<file path="config.mk">
export PLATFORM = sky130hd
export DESIGN_NAME = vga_timing_gen
export DESIGN_NICKNAME = d
export VERILOG_FILES = /design/src/rtl/vga_timing_gen.sv
export SDC_FILE = /design/constraint.sdc
export NUM_CORES = 1
export LEC_CHECK = 0
export CAP_MARGIN = 20
export CORE_ASPECT_RATIO = 1.2
export CORE_MARGIN = 2
export CORE_UTILIZATION = 44
export DETAILED_ROUTE_END_ITERATION = 10
export PLACE_DENSITY_LB_ADDON = 0.3
export SLEW_MARGIN = 5
export SYNTH_ARGS = -nofsm -noshare
export SYNTH_HDL_FRONTEND = slang
export SYNTH_SLANG_ARGS = --single-unit
</file>
<file path="constraint.sdc">
create_clock -name clk -period 1.9 [get_ports clk]
set_input_delay 0.38 -clock clk [delete_from_list [all_inputs] [get_ports clk]]
set_output_delay 0.38 -clock clk [all_outputs]
set_load 0.05 [all_outputs]
</file>
<file path="src/rtl/vga_timing_gen.sv">
// rtl/vga_timing_gen.sv - VGA raster counters, delayed sync pipeline and blanked colour drive
module vga_timing_gen #(
  parameter int H_VISIBLE  = 640,
  parameter int H_FP       = 16,
  parameter int H_SYNC     = 96,
  parameter int H_BP       = 48,
  parameter int V_VISIBLE  = 480,
  parameter int V_FP       = 10,
  parameter int V_SYNC     = 2,
  parameter int V_BP       = 33,
  // Pixel periods between the counters and pixel_rgb returning; legal 1..4
  parameter int PIPE_DELAY = 2
) (
  input  logic       clk,
  input  logic       reset,
  input  logic [7:0] pixel_rgb,
  output logic       px_en,
  output logic [9:0] h_count,
  output logic [9:0] v_count,
  output logic       video_on,
  output logic       frame_start,
  output logic       hsync,
  output logic       vsync,
  output logic [2:0] vga_r,
  output logic [2:0] vga_g,
  output logic [1:0] vga_b
);

  localparam int H_TOTAL = H_VISIBLE + H_FP + H_SYNC + H_BP;
  localparam int V_TOTAL = V_VISIBLE + V_FP + V_SYNC + V_BP;

  localparam logic [9:0] H_LAST       = 10'(H_TOTAL - 1);
  localparam logic [9:0] H_VIS        = 10'(H_VISIBLE);
  localparam logic [9:0] H_SYNC_FIRST = 10'(H_VISIBLE + H_FP);
  localparam logic [9:0] H_SYNC_LAST  = 10'(H_VISIBLE + H_FP + H_SYNC - 1);

  localparam logic [9:0] V_LAST       = 10'(V_TOTAL - 1);
  localparam logic [9:0] V_VIS        = 10'(V_VISIBLE);
  localparam logic [9:0] V_SYNC_FIRST = 10'(V_VISIBLE + V_FP);
  localparam logic [9:0] V_SYNC_LAST  = 10'(V_VISIBLE + V_FP + V_SYNC - 1);

  logic                  px_en_q, px_en_d;
  logic [9:0]            h_count_q, h_count_d;
  logic [9:0]            v_count_q, v_count_d;
  logic [PIPE_DELAY-1:0] hsync_pipe_q, hsync_pipe_d;
  logic [PIPE_DELAY-1:0] vsync_pipe_q, vsync_pipe_d;
  logic [PIPE_DELAY-1:0] video_pipe_q, video_pipe_d;
  logic [2:0]            vga_r_q, vga_r_d;
  logic [2:0]            vga_g_q, vga_g_d;
  logic [1:0]            vga_b_q, vga_b_d;

  logic hsync_raw;
  logic vsync_raw;
  logic video_raw;
  logic h_wrap;
  logic v_wrap;

  assign h_wrap = (h_count_q == H_LAST);
  assign v_wrap = (v_count_q == V_LAST);

  // Undelayed raster decode straight from the counters
  always_comb begin
    video_raw = (h_count_q < H_VIS) && (v_count_q < V_VIS);
    hsync_raw = !((h_count_q >= H_SYNC_FIRST) && (h_count_q <= H_SYNC_LAST));
    vsync_raw = !((v_count_q >= V_SYNC_FIRST) && (v_count_q <= V_SYNC_LAST));
  end

  // Pixel enable toggles every clk; counters step once per pixel, row carries on line wrap
  always_comb begin
    px_en_d   = ~px_en_q;
    h_count_d = h_count_q;
    v_count_d = v_count_q;
    if (px_en_q) begin
      if (h_wrap) begin
        h_count_d = '0;
        v_count_d = v_wrap ? 10'd0 : v_count_q + 10'd1;
      end else begin
        h_count_d = h_count_q + 10'd1;
      end
    end
  end

  // Sync and video-enable delay line, shifted only on pixel edges so it tracks pixel_rgb latency
  always_comb begin
    hsync_pipe_d = hsync_pipe_q;
    vsync_pipe_d = vsync_pipe_q;
    video_pipe_d = video_pipe_q;
    if (px_en_q) begin
      hsync_pipe_d[0] = hsync_raw;
      vsync_pipe_d[0] = vsync_raw;
      video_pipe_d[0] = video_raw;
      for (int i = 1; i < PIPE_DELAY; i++) begin
        hsync_pipe_d[i] = hsync_pipe_q[i-1];
        vsync_pipe_d[i] = vsync_pipe_q[i-1];
        video_pipe_d[i] = video_pipe_q[i-1];
      end
    end
  end

  // Colour register: capture the returning pixel when its delayed enable is set, else blank
  always_comb begin
    vga_r_d = vga_r_q;
    vga_g_d = vga_g_q;
    vga_b_d = vga_b_q;
    if (px_en_q) begin
      if (video_pipe_q[PIPE_DELAY-1]) begin
        vga_r_d = pixel_rgb[7:5];
        vga_g_d = pixel_rgb[4:2];
        vga_b_d = pixel_rgb[1:0];
      end else begin
        vga_r_d = '0;
        vga_g_d = '0;
        vga_b_d = '0;
      end
    end
  end

  // State registers; reset parks the raster at (0,0) with syncs idle and colour dark
  always_ff @(posedge clk or posedge reset) begin
    if (reset) begin
      px_en_q      <= 1'b0;
      h_count_q    <= '0;
      v_count_q    <= '0;
      hsync_pipe_q <= '1;
      vsync_pipe_q <= '1;
      video_pipe_q <= '0;
      vga_r_q      <= '0;
      vga_g_q      <= '0;
      vga_b_q      <= '0;
    end else begin
      px_en_q      <= px_en_d;
      h_count_q    <= h_count_d;
      v_count_q    <= v_count_d;
      hsync_pipe_q <= hsync_pipe_d;
      vsync_pipe_q <= vsync_pipe_d;
      video_pipe_q <= video_pipe_d;
      vga_r_q      <= vga_r_d;
      vga_g_q      <= vga_g_d;
      vga_b_q      <= vga_b_d;
    end
  end

  // frame_start is decoded rather than stored so it is exactly the px_en-high clk at (0,0)
  assign frame_start = px_en_q && (h_count_q == 10'd0) && (v_count_q == 10'd0);

  assign px_en    = px_en_q;
  assign h_count  = h_count_q;
  assign v_count  = v_count_q;
  assign video_on = video_raw;
  assign hsync    = hsync_pipe_q[PIPE_DELAY-1];
  assign vsync    = vsync_pipe_q[PIPE_DELAY-1];
  assign vga_r    = vga_r_q;
  assign vga_g    = vga_g_q;
  assign vga_b    = vga_b_q;

endmodule
</file>
==> out/results.md <==
| Metric | This run |
|---|---|
| Outcome | finished, violations left |
| Violations in the final reports | negative setup slack |
| Average vias per placed instance | 5.29 |
| Via count of the first global-routing pass | 1,402 |
| Count of state elements after synthesis | 35 |
| Number of non-filler instances in the completed layout | 268 |
| Arrival time of data at the critical path endpoint | 2.07 ns |
| Simple-gate share of the synthesized area | 0.226 |
| Total via count in the routed design | 1,417 |
| I/O pin count | 43 |
| Final weighted congestion of routability-driven global placement | 0.871 |
| Number of levels the H-tree was split into | 2 |
| Wirelength, routed | 3890 µm |
| Number of port buffers | 42 |
| IR Drop Worst-Case VDD | 530 µV |
| Number of DRC violations after detailed routing | 0 |
| Mean area per synthesized cell | 11.1 µm² |
| Initial drt markers | 75 |
| Standard cell area after detailed placement | 2300 µm² |
| Worst path required time | 1.52 ns |
| Post-DRT Antenna Nets | 0 |
| Kind of capture point of the worst setup path | output pin |
| Worst slack on hold paths | 0.416 ns |
| Core utilization of the finished layout | 0.657 |
| Routed wire length per instance | 14.5 µm |
| Clock Pin Slew Worst Setup and Hold Paths | 0.06 ns |
| Pre-CTS worst setup slack | -0.260 ns |
| Share of synthesized area spent on multiplexers | 0.0390 |
| Portion of the post-synthesis area used by sequential elements | 0.518 |
| Count of endpoints failing hold in the final timing report | 0 |
| Synth Area in Compound Gates | 0.107 |
| Std-Cell Core Area | 3660 µm² |
| Count of antenna diodes in the layout | 0 |
| Initial antenna violation count | 0 |
| CP max-delay cell | sky130_fd_sc_hd__or4b_4 |
| Fraction of synthesized cell area in xor and xnor cells | 0.0463 |
| Fraction of synthesized cell area taken by the top area cell type | 0.456 |
| Highest Clock Rate | 408 MHz |
| Worst reg2reg setup slack | 0.11 ns |
| Share of layout cells above drive strength 1 | 0.343 |
| Area share of fa/ha/maj cells after synthesis | 0.0294 |
| Async SR Flop Fraction | 1.00 |
| Buffers inserted by post-CTS timing repair | 0 |
| Clock tree from TritonCTS | yes |
| Pin count of the biggest net entering global routing | 15 |
| Full die area | 4380 µm² |
| Critical register-to-register path startpoint | h_count[0] |
| Syn Std Cell Area | 1700 µm² |
| PwrDens | 598 nW/µm² |
| Remaining Overflow, GRT | 0 |
| Clock skew | 0.00329 ns |
| Distinct cells, synth | 42 |
| Post-route minimum period | 2.45 ns |
| Post-synthesis net count | 167 |
| Cell types occupying the most area after synthesis | sky130_fd_sc_hd__dfrtp_1, sky130_fd_sc_hd__dfstp_2, sky130_fd_sc_hd__a22o_1 |
| Number of buffers added by the clock tree synthesis step | 5 |
| Overall Global Routing Usage | 0.207 |
| Ys Warns | 0 |
| Cell type with the largest total area after synthesis | sky130_fd_sc_hd__dfrtp_1 |
| Post-synth top flop | sky130_fd_sc_hd__dfrtp_1 |
| Number of iterations in the first detailed-routing pass | 4 |
| First-pass GRT wire length | 6690 µm |
| FF-to-FF End | v_count[7] |
| Post-route worst setup slack | -0.549 ns |
| Worst slew margin relative to its limit | 0.657 |
| Setup violators final | 1 |
| Worst-skew pair later-pin latency | 0.29 ns |
| Std cell rows | 24 |
| Hold buffer count at cts | 0 |
| Hold WC Path Type | input port to asynchronous set/reset pin |
| Startpoint-to-endpoint class of the critical path | flip-flop to output pin |
| Die width | 60.8 µm |
| Root Driver | sky130_fd_sc_hd__clkbuf_8 |
| Combinational family with the most area after synthesis | simple AND/OR/NAND/NOR gates |
| Fin. max-slew vios | 0 |
| Effective utilization at floorplan | 0.464 |
| Post-route cell area | 2410 µm² |
| Total negative setup slack | -0.549 ns |
| Cells along the critical path | inv_1 -> ha_1 -> or4b_4 -> nor4_2 -> nand4_1 -> nor4_4 -> buf_12 |
| Unrepaired setup endpoints after global routing | yes |
| Max Fanout on Critical Path | 2 |
| Sum of internal, switching and leakage power | 1.44 mW |
| Number of cells after detailed placement | 260 |
| Worst path max stage delay | 0.46 ns |
| DPL Wire Length | 3050 µm |
| Fin crit share | 1.29 |
| Final net count | 229 |
| Post-synth EDFFs | 0 |
| Static Leakage | 1.08 nW |
| Max Buffers Root-to-Sink | 2 |
| Area added between synthesis and finish | 41.5% |
| Vert. Die Dim | 72.1 µm |
| Startpoint kind of the worst setup timing path | flip-flop |
| Worst Tran Pin Value | 0.513 ns |
| CTS sink count | 35 |
| Number of cells produced by synthesis | 153 |
| Length in cells of the worst reg-to-reg path | 7 |
| Max Cap Viol | 0 |
## where the power goes
| part | internal [mW] | total, mW | switching, mW |
|---|---|---|---|
| Clock | 0.330 | 0.587 | 0.257 |
| Combinational | 0.0401 | 0.0943 | 0.0542 |
| Sequential | 0.754 | 0.759 | 0.00474 |
## repair_timing
item,4_1_cts,5_1_grt
gates resized for setup,1,1
pin swaps,0,1
gates cloned,0,0
endpoints found under the setup margin,1,3
endpoints found under the hold margin,0,0
## Yosys cell counts (5+ instances only)
cell type and count:
sky130_fd_sc_hd__nand2_1 7, sky130_fd_sc_hd__nand3_1 11, sky130_fd_sc_hd__dfrtp_1 31, sky130_fd_sc_hd__a22o_1 8, sky130_fd_sc_hd__nand4_1 5, sky130_fd_sc_hd__and3_1 5
sky130_fd_sc_hd__inv_1 7, sky130_fd_sc_hd__xnor2_1 7, sky130_fd_sc_hd__nor2_1 10, sky130_fd_sc_hd__o21ai_0 8
## critical path: cells and delay by family, from the launching register on
kind,cells,cell delay (ns)
adders and majority gates,1,0.16
buffers and inverters,2,0.25
DFF,1,0.40
and+or+nand+nor,4,0.97
## cells in the final DEF, fill, tap and decap left out, types with 2 or more instances in the layout
master                            count
sky130_fd_sc_hd__a21oi_1              3
sky130_fd_sc_hd__a22o_1               8
sky130_fd_sc_hd__clkdlybuf4s50_1     17
sky130_fd_sc_hd__xnor2_1              7
sky130_fd_sc_hd__buf_12               3
sky130_fd_sc_hd__and3_1               5
sky130_fd_sc_hd__inv_1                6
sky130_fd_sc_hd__dfstp_2              4
sky130_fd_sc_hd__ha_1                 4
sky130_fd_sc_hd__nand3_1             11
sky130_fd_sc_hd__nand2_1              7
sky130_fd_sc_hd__nand4_1              5
sky130_fd_sc_hd__xor2_1               2
sky130_fd_sc_hd__mux2_2               4
sky130_fd_sc_hd__buf_4               41
sky130_fd_sc_hd__nand2b_1             2
sky130_fd_sc_hd__dfrtp_2              6
sky130_fd_sc_hd__nor4_4               2
sky130_fd_sc_hd__nor2_1              10
sky130_fd_sc_hd__o21ai_0              8
sky130_fd_sc_hd__clkbuf_8             7
sky130_fd_sc_hd__dfrtp_1             25
sky130_fd_sc_hd__and4_1               4
## layout make-up
cell class                      count  area, µm²
Sequential cell                    35        888
Timing Repair Buffer               61        538
Multi-Input combinational cell    105        791
Clock buffer                        8        100
Inverter                            7       26.3
Tap cell                           52       65.1
Fill cell                         318       1250
## worst max-delay path by stage
stage                     from     endpoint  cells after the start
finish              h_count[1]  frame_start                      7
global route        h_count[1]  frame_start                      7
CTS                 h_count[1]  frame_start                      7
detailed placement  h_count[1]  frame_start                      7
global placement    h_count[1]  frame_start                      7
floorplan           h_count[3]  frame_start                      5
## cells by family after synthesis
| logic type | after synthesis |
|---|---|
| DFF | 35 |
| AOI/OAI and AO/OA | 26 |
| buffers and inverters | 13 |
| and+or+nand+nor | 60 |
| adders and majority gates | 4 |
| muxes | 6 |
| xor gates and xnor gates | 9 |
## flip-flops by register name, summed over array words and instances, names as in the netlist
name / count
h_count: 10
v_count: 10
vga_g: 3
vga_r: 3
hsync_pipe_q: 2
vga_b: 2
video_pipe_q: 2
vsync_pipe_q: 2
px_en: 1
## routing by layer
layer / share of wire / routed length (µm) / vias to the layer above / GRT usage
li1: - / - / 683 / -
met5: 0 / 0 / - / 0
met4: 0.018 / 70 / 0 / 0.0797
met1: 0.42 / 1640 / 684 / 0.271
met2: 0.50 / 1960 / 45 / 0.321
met3: 0.057 / 220 / 5 / 0.0624
(Power assumes the default switching activity.)
